<file path="src/rtl/pipelined_adder.sv">
// pipelined_adder: pipelined add/subtract unit with a valid/ready handshake.
// The BUS_SIZE-bit carry chain is cut into STAGES registered slices of width
// W = BUS_SIZE/STAGES. Each item carries its not-yet-summed upper operand bits
// and its already-summed lower result bits down the pipe.
// Flags (carry, overflow, zero) are produced in the last slice.
// Optional feature macro: ADDER_SATURATION_EN. When it is defined, op[1]=1
// clamps an overflowing result to the signed maximum or minimum. When it is
// undefined, op[1] is ignored.
module pipelined_adder #(
  parameter int BUS_SIZE = 32,
  parameter int STAGES   = 4
) (
  input  logic                clk,
  input  logic                reset,
  input  logic                in_valid,
  output logic                in_ready,
  input  logic [BUS_SIZE-1:0] a,
  input  logic [BUS_SIZE-1:0] b,
  input  logic [1:0]          op,
  output logic                out_valid,
  input  logic                out_ready,
  output logic [BUS_SIZE-1:0] sum,
  output logic                carry,
  output logic                overflow,
  output logic                zero
);

  localparam int STAGES_SAFE = (STAGES < 1) ? 1 : STAGES;
  localparam int W           = BUS_SIZE / STAGES_SAFE;

  if (STAGES < 1 || (BUS_SIZE % STAGES_SAFE) != 0) begin : g_param_check
    $error("pipelined_adder: STAGES must be >= 1 and divide BUS_SIZE");
  end

  // The whole pipe advances together. A stalled result freezes every stage.
  logic en_s;
  assign en_s     = !out_valid || out_ready;
  assign in_ready = reset && en_s;

`ifdef ADDER_SATURATION_EN
  logic sat_req_s;
  assign sat_req_s = op[1];
`else
  logic unused_op_s;
  assign unused_op_s = op[1];
`endif

  for (genvar k = 0; k < STAGES; k++) begin : g_st
    // Operand bits still to be summed. Bit 0 here is bit k*W of the bus.
    localparam int UW = BUS_SIZE - k*W;

    logic [UW-1:0]      a_s;
    logic [UW-1:0]      b_s;
    logic               c_s;
    logic               v_s;
    logic [(k+1)*W-1:0] ps_s;
    logic [W:0]         add_s;
`ifdef ADDER_SATURATION_EN
    logic               q_s;
`endif

    assign add_s = {1'b0, a_s[W-1:0]} + {1'b0, b_s[W-1:0]} + {{W{1'b0}}, c_s};

    if (k == 0) begin : g_src
      // Subtraction is A + ~B + 1. The +1 enters as the carry into the first slice.
      assign a_s  = a;
      assign b_s  = op[0] ? ~b : b;
      assign c_s  = op[0];
      assign v_s  = in_valid && in_ready;
      assign ps_s = add_s[W-1:0];
`ifdef ADDER_SATURATION_EN
      assign q_s  = sat_req_s;
`endif
    end else begin : g_src
      assign a_s  = g_st[k-1].g_reg.a_r;
      assign b_s  = g_st[k-1].g_reg.b_r;
      assign c_s  = g_st[k-1].g_reg.c_r;
      assign v_s  = g_st[k-1].g_reg.v_r;
      assign ps_s = {add_s[W-1:0], g_st[k-1].g_reg.lo_r};
`ifdef ADDER_SATURATION_EN
      assign q_s  = g_st[k-1].g_reg.q_r;
`endif
    end

    if (k < STAGES-1) begin : g_reg
      logic [UW-W-1:0]    a_r;
      logic [UW-W-1:0]    b_r;
      logic [(k+1)*W-1:0] lo_r;
      logic               c_r;
      logic               v_r;
`ifdef ADDER_SATURATION_EN
      logic               q_r;
`endif

      // Slice register: forwards the slice carry, the partial result and the upper operands.
      always_ff @(posedge clk) begin
        if (!reset) begin
          v_r  <= 1'b0;
          c_r  <= 1'b0;
          a_r  <= {(UW-W){1'b0}};
          b_r  <= {(UW-W){1'b0}};
          lo_r <= {((k+1)*W){1'b0}};
`ifdef ADDER_SATURATION_EN
          q_r  <= 1'b0;
`endif
        end else if (en_s) begin
          v_r  <= v_s;
          c_r  <= add_s[W];
          a_r  <= a_s[UW-1:W];
          b_r  <= b_s[UW-1:W];
          lo_r <= ps_s;
`ifdef ADDER_SATURATION_EN
          q_r  <= q_s;
`endif
        end
      end
    end else begin : g_out
      // In the last slice, a_s and b_s hold only the top W bits, so [W-1] is the bus MSB.
      logic                ov_s;
      logic [BUS_SIZE-1:0] fin_s;

      assign ov_s = (a_s[W-1] == b_s[W-1]) && (ps_s[BUS_SIZE-1] != a_s[W-1]);

`ifdef ADDER_SATURATION_EN
      // Clamp to the signed limit on the side the operands point to. Carry stays unclamped.
      always_comb begin
        fin_s = ps_s;
        if (q_s && ov_s) begin
          if (a_s[W-1]) begin
            fin_s = {1'b1, {(BUS_SIZE-1){1'b0}}};
          end else begin
            fin_s = {1'b0, {(BUS_SIZE-1){1'b1}}};
          end
        end else begin
          fin_s = ps_s;
        end
      end
`else
      assign fin_s = ps_s;
`endif

      // Output register. Result and flags change only when a real item arrives.
      always_ff @(posedge clk) begin
        if (!reset) begin
          out_valid <= 1'b0;
          sum       <= {BUS_SIZE{1'b0}};
          carry     <= 1'b0;
          overflow  <= 1'b0;
          zero      <= 1'b0;
        end else if (en_s) begin
          out_valid <= v_s;
          if (v_s) begin
            sum      <= fin_s;
            carry    <= add_s[W];
            overflow <= ov_s;
            zero     <= (fin_s == {BUS_SIZE{1'b0}});
          end
        end
      end
    end
  end

endmodule

</file>
<file path="config.mk">
export PLATFORM = sky130hd
export DESIGN_NAME = pipelined_adder
export DESIGN_NICKNAME = d
export VERILOG_FILES = /design/src/rtl/pipelined_adder.sv
export SDC_FILE = /design/constraint.sdc
export NUM_CORES = 1
export LEC_CHECK = 0
export ABC_CLOCK_PERIOD_IN_PS = 4380
export CORE_MARGIN = 1.5
export CORE_UTILIZATION = 54
export DETAILED_ROUTE_END_ITERATION = 10
export GPL_TIMING_DRIVEN = 0
export PLACE_DENSITY = 0.82
export SLEW_MARGIN = 30
export SYNTH_ARGS = -nofsm -noshare
export SYNTH_HDL_FRONTEND = slang
export SYNTH_SLANG_ARGS = --single-unit
</file>
<file path="constraint.sdc">
create_clock -name clk -period 4.38 [get_ports clk]
set_clock_uncertainty 0.05 [all_clocks]
set_input_delay 1.095 -clock clk [delete_from_list [all_inputs] [get_ports clk]]
set_output_delay 1.095 -clock clk [all_outputs]
set_load 0.02 [all_outputs]
</file>
==> impl_metrics.yaml <==
timing:
  holdWs_ps: 410.5
  post-route-min-period_ps: 4139
  max_slew_margin_pct: 44.05
  finalHoldViolCount: 0
  fin_ws_ps: 241.2
  setup_viol: 0
  slew_viol_final: 0
  rsz0062_at_grt: "no"
  fin_crit_sh_pct: 94.49
  fmax_ghz: 0.2416
  worst_pin_slew_ps: 839.2
  finalSetupTns_ps: 0
layout:
  drive_gt1_share_pct: 3.445
  fin_area_um2: 10240
  fin_util_pct: 67.62
  nFillCells: 1269
  fin_nets: 1195
  layout_common_cells: "nand2_1, dfxtp_1, a21boi_0"
  final_cells: 1291
  final_common_cell: "nand2_1"
  areaGrowthSynthToFinish_pct: 23.18
  insertedDiodeCount: 0
floorplan:
  die_x_um: 127.1
  die_area_um2: 16150
  core-area_um2: 15150
  num_rows: 45
  initial_core_util_pct: 54.89
  ios: 107
  die_y_um: 127.1
setup_path:
  cpMostUsedCell: "clkdlybuf4s50_1"
  worstPathRequired_ps: 3230
  crit_cells: 5
  worstSetupEndpointType: "output port"
  worstPathMaxFanout: 10
  cp.arrival_ps: 2990
  path_class: "in2out"
  reg2reg_to: "zero"
  r2r_cells: 8
  rr_startpoint: "g_st[2].g_reg.a_r[0]"
  path_cells: "clkdlybuf4s50_1 > clkbuf_2 > nand2_1 > inv_1 > clkdlybuf4s50_1"
  rrSetupSlack_ps: 1360
  crit_path_end: "in_ready"
  path_delay_family: "buffers and inverters"
  worst-path-buf-inv: 4
  critPathLaunch: "reset"
  cp_slowest_cell: "clkdlybuf4s50_1"
  critPathLaunchType: "input pin"
  max_stage_delay_ps: 650
global_route:
  grt_max_degree: 17
  grt_pass1_wl_mm: 33.28
  antenna_found_initial: 0
  grt_usage_pct: 26.07
  grt_pass1_vias: 6673
  grt_overflow: 0
outcome:
  status: "finished clean"
clocking:
  clkSinkCount: 186
  cts_buffers: 17
  cts_root_buffer: "clkbuf_16"
  cts.clk_slew.worst_paths_ps: 60
  htree_levels: 4
  cts_tree: "built"
  post-cts-setup-buffers: 0
  clk_latency_ps: 430
  cts_max_path_buffers: 2
worst_hold_path:
  hold_class: "reg2reg"
placed_design:
  placed_area_um2: 9590
  portBuffers: 104
  dp_slack_ps: 69.36
  dpl.hpwl_mm: 15.03
  globalplace.congestion: 0.9285
  dp.cells: 1259
synthesis:
  synth-edff-count: 0
  yosysSeqAreaShare_pct: 44.79
  ys_async_sr_fraction_pct: 0
  ys.flop_type: "dfxtp_1"
  synth_nets: 1072
  yosysUniqueCellTypes: 45
  syn_avg_cell_area_um2: 8.598
  yosysTopAreaCell: "dfxtp_1"
  yosys.area_share.simple_pct: 19.08
  synth_area_leaders: "dfxtp_1, nand2_1, a21boi_0"
  yosys.area.top_type_share_pct: 44.79
  synth_warnings: 0
  synth_cells: 967
  synth_area_um2: 8314
  synth-compound-area-share_pct: 21.17
  ys_ff_latch: 186
  synth_mux_area_share_pct: 0.1354
  synth_top_family_by_area: "compound AO/OA/AOI/OAI gates"
  yosys.area_share.adder_pct: 5.899
  synth-xor-area-share_pct: 5.162
route:
  drt_wl_total_mm: 20.44
  vias: 7070
  drt_iter0_drc: 466
  first_pass_iters: 5
  ant_nets: 0
  wl_per_cell_um: 15.83
  drc: 0
  via_per_inst: 5.476
pwr:
  power.density_nw_per_um2: 391.2
  p_total_mw: 4.007
  leakagePower_nw: 4.164
  ir_drop_uv: 302.8
job:
  drv_cap: 0
==> per-layer routing <==
layer  share of wire [%]  global-route usage (%)  wire length [um]  vias up
met5                   0                       0                 0        -
met3                 6.1                   4.481              1245       43
met2                  47                   43.73              9645      258
met4                 2.5                   10.16               505        0
li1                    -                       -                 -     3499
met1                  44                   33.67              9041     3270
==> Yosys cell counts, types with 9 or more instances <==
master / n
nand2_1: 313
xor2_1: 11
inv_1: 15
a21o_1: 9
o211ai_1: 10
ha_1: 28
o211a_1: 34
xnor2_1: 38
a21boi_0: 131
buf_1: 11
nand3_1: 15
o21ai_0: 21
dfxtp_1: 186
and2_1: 9
a21oi_1: 12
clkbuf_1: 54
==> worst min-delay path by stage <==
stage,end,from,slack [ps],depth (start not counted)
after floorplan,g_st[0].g_reg.a_r[0],g_st[0].g_reg.a_r[0],390,2
after global placement,g_st[1].g_reg.lo_r[2],g_st[1].g_reg.lo_r[2],400,2
after detailed placement,g_st[0].g_reg.a_r[11],g_st[0].g_reg.a_r[11],410,2
after CTS,g_st[0].g_reg.a_r[8],g_st[0].g_reg.a_r[8],410,2
after global routing,g_st[1].g_reg.b_r[11],g_st[1].g_reg.b_r[11],430,2
final,g_st[0].g_reg.a_r[8],g_st[0].g_reg.a_r[8],410,2
==> worst min-delay path, stage by stage, from the launching register on <==
cell and delay, ps:
dfxtp_1 310, nand2_1 50, a21boi_0 60
==> power breakdown <==
part / leakage [nW] / internal, mW / switching [mW]
combinational: 2.31 / 0.231 / 0.230
clock: 0.324 / 1.04 / 0.642
sequential: 1.53 / 1.79 / 0.0682
total: 4.16 / 3.07 / 0.940
==> kinds of logic after synthesis <==
logic type	Yosys count
AO/OA/AOI/OAI	234
XOR/XNOR	49
buffers and inverters	82
adder cells (fa/ha/maj)	35
multiplexers	1
AND/OR/NAND/NOR	380
flip-flops	186
==> area by class of cell <==
cell class	count	area [um^2]	share of cell area (%)
Clock buffer	20	456.7	4.459
Sequential cell	186	3724	36.36
Clock inverter	12	192.7	1.881
Timing Repair Buffer	104	1041	10.16
Tap cell	188	235.2	2.297
Inverter	15	56.30	0.5498
Multi-Input combinational cell	699	4278	41.77
Buffer	67	257.7	2.517
==> state kept, by name (all words and copies together) (netlist names) <==
register,count
g_st.g_reg.c_r,3
carry,1
out_valid,1
g_st.g_reg.lo_r,48
overflow,1
g_st.g_reg.a_r,48
sum,32
g_st.g_reg.b_r,48
g_st.g_reg.v_r,3
zero,1
==> repair_timing <==
action                     in CTS  in global routing
hold endpoints to repair        0                  0
gates resized for setup         0                  2
setup endpoints to repair       0                  1
hold buffers                    0                  0
No activity file was read; power rests on OpenSTA's default activity.
